### src/rtl/led_blinker_pkg.sv
// rtl/led_blinker_pkg.sv - shared types and helpers for the LED blinker
//
// Purpose: FSM state encoding and timer sizing shared by led_blinker and
//          blink_timer.
// Contents:
//   blink_state_t       - IDLE / ON / GAP blink states
//   timer_width()       - bits needed to count 0..max(on,off)-1 (at least 1)
package led_blinker_pkg;

    typedef enum logic [1:0] {
        ST_IDLE = 2'd0,
        ST_ON   = 2'd1,
        ST_GAP  = 2'd2
    } blink_state_t;

    // A single shared timer serves both phases, so size it for the longer one.
    // A one-cycle phase still needs a 1-bit counter to hold the value 0.
    function automatic int timer_width(input int on_clocks, input int off_clocks);
        int longest;
        longest = (on_clocks > off_clocks) ? on_clocks : off_clocks;
        return (longest > 1) ? $clog2(longest) : 1;
    endfunction

endpackage

### src/rtl/blink_timer.sv
// rtl/blink_timer.sv - phase timer shared by the ON and GAP states
//
// Purpose: up-counter with synchronous clear that stops at a caller-supplied
//          terminal count and flags it.
// Ports:
//   clk      in  clock, rising edge
//   rst      in  asynchronous active-high reset
//   clr_i    in  synchronous clear (load 0), has priority over counting
//   en_i     in  count enable
//   tc_i     in  terminal count value (phase length - 1)
//   done_o   out high while enabled and the count equals tc_i
module blink_timer #(
    parameter int WIDTH = 2
) (
    input  logic             clk,
    input  logic             rst,
    input  logic             clr_i,
    input  logic             en_i,
    input  logic [WIDTH-1:0] tc_i,
    output logic             done_o
);

    logic [WIDTH-1:0] cnt_q;
    logic [WIDTH-1:0] cnt_d;

    // Holding at the terminal count keeps the counter from ever wrapping,
    // even if the owner lingers in a phase for an extra cycle.
    always_comb begin
        cnt_d = cnt_q;
        if (clr_i) begin
            cnt_d = '0;
        end else if (en_i && (cnt_q != tc_i)) begin
            cnt_d = cnt_q + WIDTH'(1);
        end
    end

    always_ff @(posedge clk or posedge rst) begin
        if (rst) begin
            cnt_q <= '0;
        end else begin
            cnt_q <= cnt_d;
        end
    end

    assign done_o = en_i && (cnt_q == tc_i);

endmodule

### src/rtl/led_blinker.sv
// rtl/led_blinker.sv - turns event pulses/levels into visible LED blinks
//
// Purpose: each rising edge of evt_i produces one blink of ON_CLOCKS cycles
//          followed by a dark gap of OFF_CLOCKS cycles. Events arriving during
//          a blink are queued in a saturating counter and replayed.
// Build option: define LED_BLINKER_ACTIVE_LOW_EN for an active-low led_o.
// Ports:
//   clk         in  clock, rising edge
//   rst         in  asynchronous active-high reset
//   evt_i       in  event request, each 0->1 transition is one event
//   clr_ovf_i   in  synchronous clear of overflow_o (a same-edge set wins)
//   led_o       out LED drive
//   busy_o      out high while blinking or in the dark gap
//   pending_o   out number of queued events not yet shown
//   overflow_o  out sticky, set when an event is dropped at saturation
module led_blinker
    import led_blinker_pkg::*;
#(
    parameter int ON_CLOCKS   = 25_000_000,
    parameter int OFF_CLOCKS  = 25_000_000,
    parameter int MAX_PENDING = 7
) (
    input  logic                               clk,
    input  logic                               rst,
    input  logic                               evt_i,
    input  logic                               clr_ovf_i,
    output logic                               led_o,
    output logic                               busy_o,
    output logic [$clog2(MAX_PENDING+1)-1:0]   pending_o,
    output logic                               overflow_o
);

    localparam int TW = timer_width(ON_CLOCKS, OFF_CLOCKS);
    localparam int PW = $clog2(MAX_PENDING + 1);

    localparam logic [TW-1:0] ON_TC    = TW'(ON_CLOCKS - 1);
    localparam logic [TW-1:0] OFF_TC   = TW'(OFF_CLOCKS - 1);
    localparam logic [PW-1:0] PEND_MAX = PW'(MAX_PENDING);

    blink_state_t  state_q, state_d;
    logic          evt_q;
    logic [PW-1:0] pend_q, pend_d;
    logic          ovf_q, ovf_d;
    logic          led_q, led_d;
    logic          busy_q, busy_d;

    logic          rise;
    logic          pend_nz;
    logic          inc;
    logic          dec;
    logic          timer_clr;
    logic          timer_en;
    logic [TW-1:0] timer_tc;
    logic          timer_done;

    assign rise    = evt_i & ~evt_q;
    assign pend_nz = (pend_q != '0);

    blink_timer #(
        .WIDTH (TW)
    ) u_timer (
        .clk    (clk),
        .rst    (rst),
        .clr_i  (timer_clr),
        .en_i   (timer_en),
        .tc_i   (timer_tc),
        .done_o (timer_done)
    );

    assign timer_en  = (state_q == ST_ON) || (state_q == ST_GAP);
    assign timer_tc  = (state_q == ST_ON) ? ON_TC : OFF_TC;
    // Every transition is a state entry, and every entry restarts the timer.
    assign timer_clr = (state_d != state_q);

    always_comb begin
        state_d = state_q;
        dec     = 1'b0;
        case (state_q)
            ST_IDLE: begin
                // A queued event (left by a rise on the GAP->IDLE edge) is
                // served first; otherwise a fresh rise starts a blink directly.
                if (pend_nz) begin
                    state_d = ST_ON;
                    dec     = 1'b1;
                end else if (rise) begin
                    state_d = ST_ON;
                end
            end
            ST_ON: begin
                if (timer_done) begin
                    state_d = ST_GAP;
                end
            end
            ST_GAP: begin
                if (timer_done) begin
                    if (pend_nz) begin
                        state_d = ST_ON;
                        dec     = 1'b1;
                    end else begin
                        state_d = ST_IDLE;
                    end
                end
            end
            default: state_d = ST_IDLE;
        endcase

        // A rise is queued unless it starts a blink straight from an empty IDLE.
        inc = rise && ((state_q != ST_IDLE) || pend_nz);

        // A simultaneous queue and dequeue cancel out, so nothing is dropped
        // even when the counter sits at saturation.
        pend_d = pend_q;
        ovf_d  = ovf_q;
        if (clr_ovf_i) begin
            ovf_d = 1'b0;
        end
        if (inc && !dec) begin
            if (pend_q == PEND_MAX) begin
                ovf_d = 1'b1;
            end else begin
                pend_d = pend_q + PW'(1);
            end
        end else if (dec && !inc) begin
            pend_d = pend_q - PW'(1);
        end

        led_d  = (state_d == ST_ON);
        busy_d = (state_d != ST_IDLE);
    end

    always_ff @(posedge clk or posedge rst) begin
        if (rst) begin
            state_q <= ST_IDLE;
            evt_q   <= 1'b0;
            pend_q  <= '0;
            ovf_q   <= 1'b0;
            led_q   <= 1'b0;
            busy_q  <= 1'b0;
        end else begin
            state_q <= state_d;
            evt_q   <= evt_i;
            pend_q  <= pend_d;
            ovf_q   <= ovf_d;
            led_q   <= led_d;
            busy_q  <= busy_d;
        end
    end

`ifdef LED_BLINKER_ACTIVE_LOW_EN
    assign led_o = ~led_q;
`else
    assign led_o = led_q;
`endif

    assign busy_o     = busy_q;
    assign pending_o  = pend_q;
    assign overflow_o = ovf_q;

endmodule

### config.mk
export PLATFORM = sky130hd
export DESIGN_NAME = led_blinker
export DESIGN_NICKNAME = d
export VERILOG_FILES = /design/src/rtl/led_blinker_pkg.sv /design/src/rtl/blink_timer.sv /design/src/rtl/led_blinker.sv
export SDC_FILE = /design/constraint.sdc
export NUM_CORES = 1
export LEC_CHECK = 0
export BUFFER_PORTS_ARGS = -buffer_cell sky130_fd_sc_hd__buf_2
export CAP_MARGIN = 20
export CORE_MARGIN = 2
export CORE_UTILIZATION = 40
export CTS_CLUSTER_SIZE = 16
export DETAILED_ROUTE_END_ITERATION = 6
export MAX_ROUTING_LAYER = met4
export PLACE_DENSITY = 0.54
export SLEW_MARGIN = 20
export SYNTH_ARGS = -nofsm -noshare
export SYNTH_HDL_FRONTEND = slang
export SYNTH_HIERARCHICAL = 1
export SYNTH_SLANG_ARGS = --single-unit
### constraint.sdc
create_clock -name clk -period 3.6 [get_ports clk]
set_input_delay 0.36 -clock clk [delete_from_list [all_inputs] [get_ports clk]]
set_output_delay 0.36 -clock clk [all_outputs]
set_load 0.02 [all_outputs]
==> metrics.log <==
INFO  metric grt_first_pass_wirelength = 9030 µm
INFO  metric global_route.usage.total = 18.7%
INFO  metric flow.area_growth_from_synthesis = 12.4%
INFO  metric post_drt_wl_per_cell = 14.6 µm
INFO  metric critical_path.max_fanout = 7
INFO  metric floorplan.die.width = 81.4 µm
INFO  metric drv.max_cap_violation_count = 0
INFO  metric period_needed = ~3.2 ns
INFO  metric setup.worst_path.end_class = register
INFO  metric post_cts_hold_buffer_count = 0
INFO  metric worst_hold_slack = 0.0392 ns
INFO  metric timing.reg2reg.setup_slack = 0.43 ns
INFO  metric cell_count_after_placement = 359
INFO  metric initialDrtViolationCount = 107
INFO  metric starting_utilization_of_the_core_area = 40.9%
INFO  metric clock_skew = around 0.011 ns
INFO  metric final_cell_count_no_fill = ~370
INFO  metric yosys_warnings = 6
INFO  metric synth-edff-count = 0
INFO  metric crit-reg2reg-capture = pending_o[2]
INFO  metric cts_tree = done
INFO  metric timing.reg2reg.worst_path_depth = 13
INFO  metric timing_worst_slew_pin_value = between 0.5 and 0.6 ns
INFO  metric clkSinkCount = 34
INFO  metric finalCritPeriodShare = between 80 and 90%
INFO  metric io_pins = 10
INFO  metric placementRows = 28
INFO  metric nets = ~300
INFO  metric grt_max_degree = 31
INFO  metric fin_setup_tns = 0 ns
INFO  metric crit_required = between 3 and 4 ns
INFO  metric cts_made_buffers = 5
INFO  metric residual_drc_count = 0
INFO  metric status = finished clean
INFO  metric clock_latency = 0.30 ns
INFO  metric ys.flop_type = dfrtp_1
INFO  metric design.core.area = just under 0.006 mm²
INFO  metric post_cts_resized = 0
INFO  metric synth_seq_area_share = a little over a third
INFO  metric holdCritPathClass = input pin to asynchronous set/reset pin
INFO  metric numPortBuffers = 9
INFO  metric route.vias.total = 1931
INFO  metric irDropWorstVdd = 0.410 mV
INFO  metric insertedDiodeCount = 0
INFO  metric rsz0062_at_grt = false
INFO  metric post_cts_buffers = 0
INFO  metric synth.ff_latch_count = 34
INFO  metric detail-route-antenna-nets = 0
INFO  metric final_max_slew_viol_count = 0
INFO  metric firstDrtPassIters = 4
INFO  metric timing.final.hold_violations = 0
INFO  metric cts_max_path_buffers = 2
INFO  metric total_leakage_power = 1.04 nW
INFO  metric synth.top_cells.by_area = dfrtp_1 (36%), xnor2_1 (11%), nand4_1 (3.4%)
INFO  metric dieHeight = 81.4 µm
INFO  metric netlist.top_cell.by_area = dfrtp_1
INFO  metric reg2reg_from = u_timer/cnt_q[9]
INFO  metric setup_violations = 0
INFO  metric power_density = 548 mW/mm²
INFO  metric cts.htree.levels = 2
INFO  metric post_synth.cell_area_avg = 9.21 µm²
INFO  metric wirelength = 5380 µm
INFO  metric cts.reportedPaths.clkPinSlew = 0.07 ns
INFO  metric vias_in_the_first_global_route = 1789
INFO  metric gr-total-overflow = 0
INFO  metric avgViaCountPerCell = 5.26
INFO  metric yosysUniqueCellTypes = 56
INFO  metric timing.critical_path.from_type = register
INFO  metric asyncSetResetFlopFracSynth = 100%
INFO  metric synthesis.instances = 260
INFO  metric max_slew_headroom = 61.6%
INFO  metric synth.top_cell.area_share = between 30 and 40%
INFO  metric drive_gt1_share = 14.4%
INFO  metric syn_area = around 0.0024 mm²
INFO  metric hpwl_after_detailed_placement = 3780 µm
INFO  metric timing.fmax = 316 MHz
INFO  metric total_die_area = 0.00662 mm²
INFO  metric grt_antenna_before_repair = 0
INFO  metric path_class = register to register
INFO  metric cp.arrival = 3.34 ns
INFO  metric cts.root.buffer_cell = clkbuf_8
INFO  metric gp_routability_congestion = 0.865
where the power goes:
part / internal [mW] / total (mW) / switching (mW) / leakage, nW
clock network: 0.207 / 0.356 / 0.149 / 0.0524
registers: 0.434 / 0.508 / 0.0738 / 0.456
logic: 0.253 / 0.610 / 0.357 / 0.536
total: 0.895 / 1.47 / 0.580 / 1.04
registers in the layout, indices dropped and copies added (netlist names):
| signal | flops |
|---|---|
| busy_o | 1 |
| evt_q | 1 |
| led_o | 1 |
| overflow_o | 1 |
| pending_o | 3 |
| state_q | 2 |
| u_timer/cnt_q | 25 |
Yosys cell counts, drive strengths merged, types with 2 or more instances:
cell and n:
or3 10, o31ai 5, or4 4, mux2 5
nand4 13, nor2b 5, xnor2 31, a211oi 7
a21o 2, clkbuf 5, nor2 17, inv 9
ha 6, nor3 8, conb 2, o211ai 2
a21oi 16, nor4 4, o21a 3, and2 3
o21ba 2, dfrtp 34, nand3 11, nand3b 2
nand2 18, o41ai 2, a221oi 2, o21ai 9
buf 7, and3 4
cells by family (layout without fill, tap and decap cells):
group	count (synthesis)	in the layout	synth area share, %
XOR/XNOR	31	31	11.3
multiplexers	6	6	3.40
adder cells (fa/ha/maj)	6	6	3.13
buffers and inverters	21	30	4.65
AO/OA/AOI/OAI	57	57	16.5
other	2	25	0.314
flip-flops	34	34	35.5
AND/OR/NAND/NOR	103	103	25.1
worst max-delay path, cell delays in order, from the launching register on:
cell and delay [ns]:
dfrtp_1 0.45, xnor2_1 0.24, nand4_1 0.19, nor4_4 0.26
nand2_1 0.14, nor2_1 0.28, a21o_1 0.18, a21o_1 0.19
nor2_1 0.10, xnor2_1 0.16, ha_1 0.23, nor3_1 0.06
a31o_2 0.25, a221o_1 0.33
final cells by class:
class	instances	area [µm²]
fillers	577	3160
multi-input cells	228	1520
flip-flops and latches	34	851
well taps	75	93.8
repair buffers	13	87.6
clock buffers	7	76.3
inverters	9	33.8
clock inverters	1	30.0
per-stage QoR:
stage	cell area (µm²)	worst slack (ns)	utilization, %	total power, mW
2_1_floorplan	2480	0.369	-	0.956
3_3_place_gp	2580	0.574	44.2	1.13
3_5_place_dp	2580	0.457	44.2	1.13
4_1_cts	2690	0.452	46.0	1.50
5_1_grt	2690	0.218	46.0	1.59
6_report	2690	0.435	46.0	1.47
layer usage:
| layer | vias up | GRT usage [%] | part of all wire (%) |
|---|---|---|---|
| li1 | 986 | - | - |
| met1 | 921 | 26.7 | 52 |
| met2 | 18 | 26.4 | 43 |
| met3 | 6 | 4.00 | 2.8 |
| met4 | 0 | 5.59 | 1.4 |
| met5 | - | - | 0 |
worst max-delay path by stage:
stage | from | end | slack [ns]
after floorplan | u_timer/cnt_q[10] | pending_o[2] | 0.37
after global placement | u_timer/cnt_q[9] | pending_o[2] | 0.57
after detailed placement | u_timer/cnt_q[9] | pending_o[2] | 0.46
after CTS | u_timer/cnt_q[9] | pending_o[2] | 0.45
after global routing | u_timer/cnt_q[9] | pending_o[2] | 0.22
final | u_timer/cnt_q[9] | pending_o[2] | 0.43
cell usage in the layout, fill, tap and decap left out, drive strengths merged, types with 10 or more instances in the layout:
| cell | count |
|---|---|
| conb | 25 |
| dfrtp | 34 |
| nand4 | 13 |
| nand3 | 11 |
| or3 | 10 |
| buf | 13 |
| nand2 | 18 |
| a21oi | 16 |
| xnor2 | 31 |
| nor2 | 17 |
No activity file was read; power rests on OpenSTA's default activity.
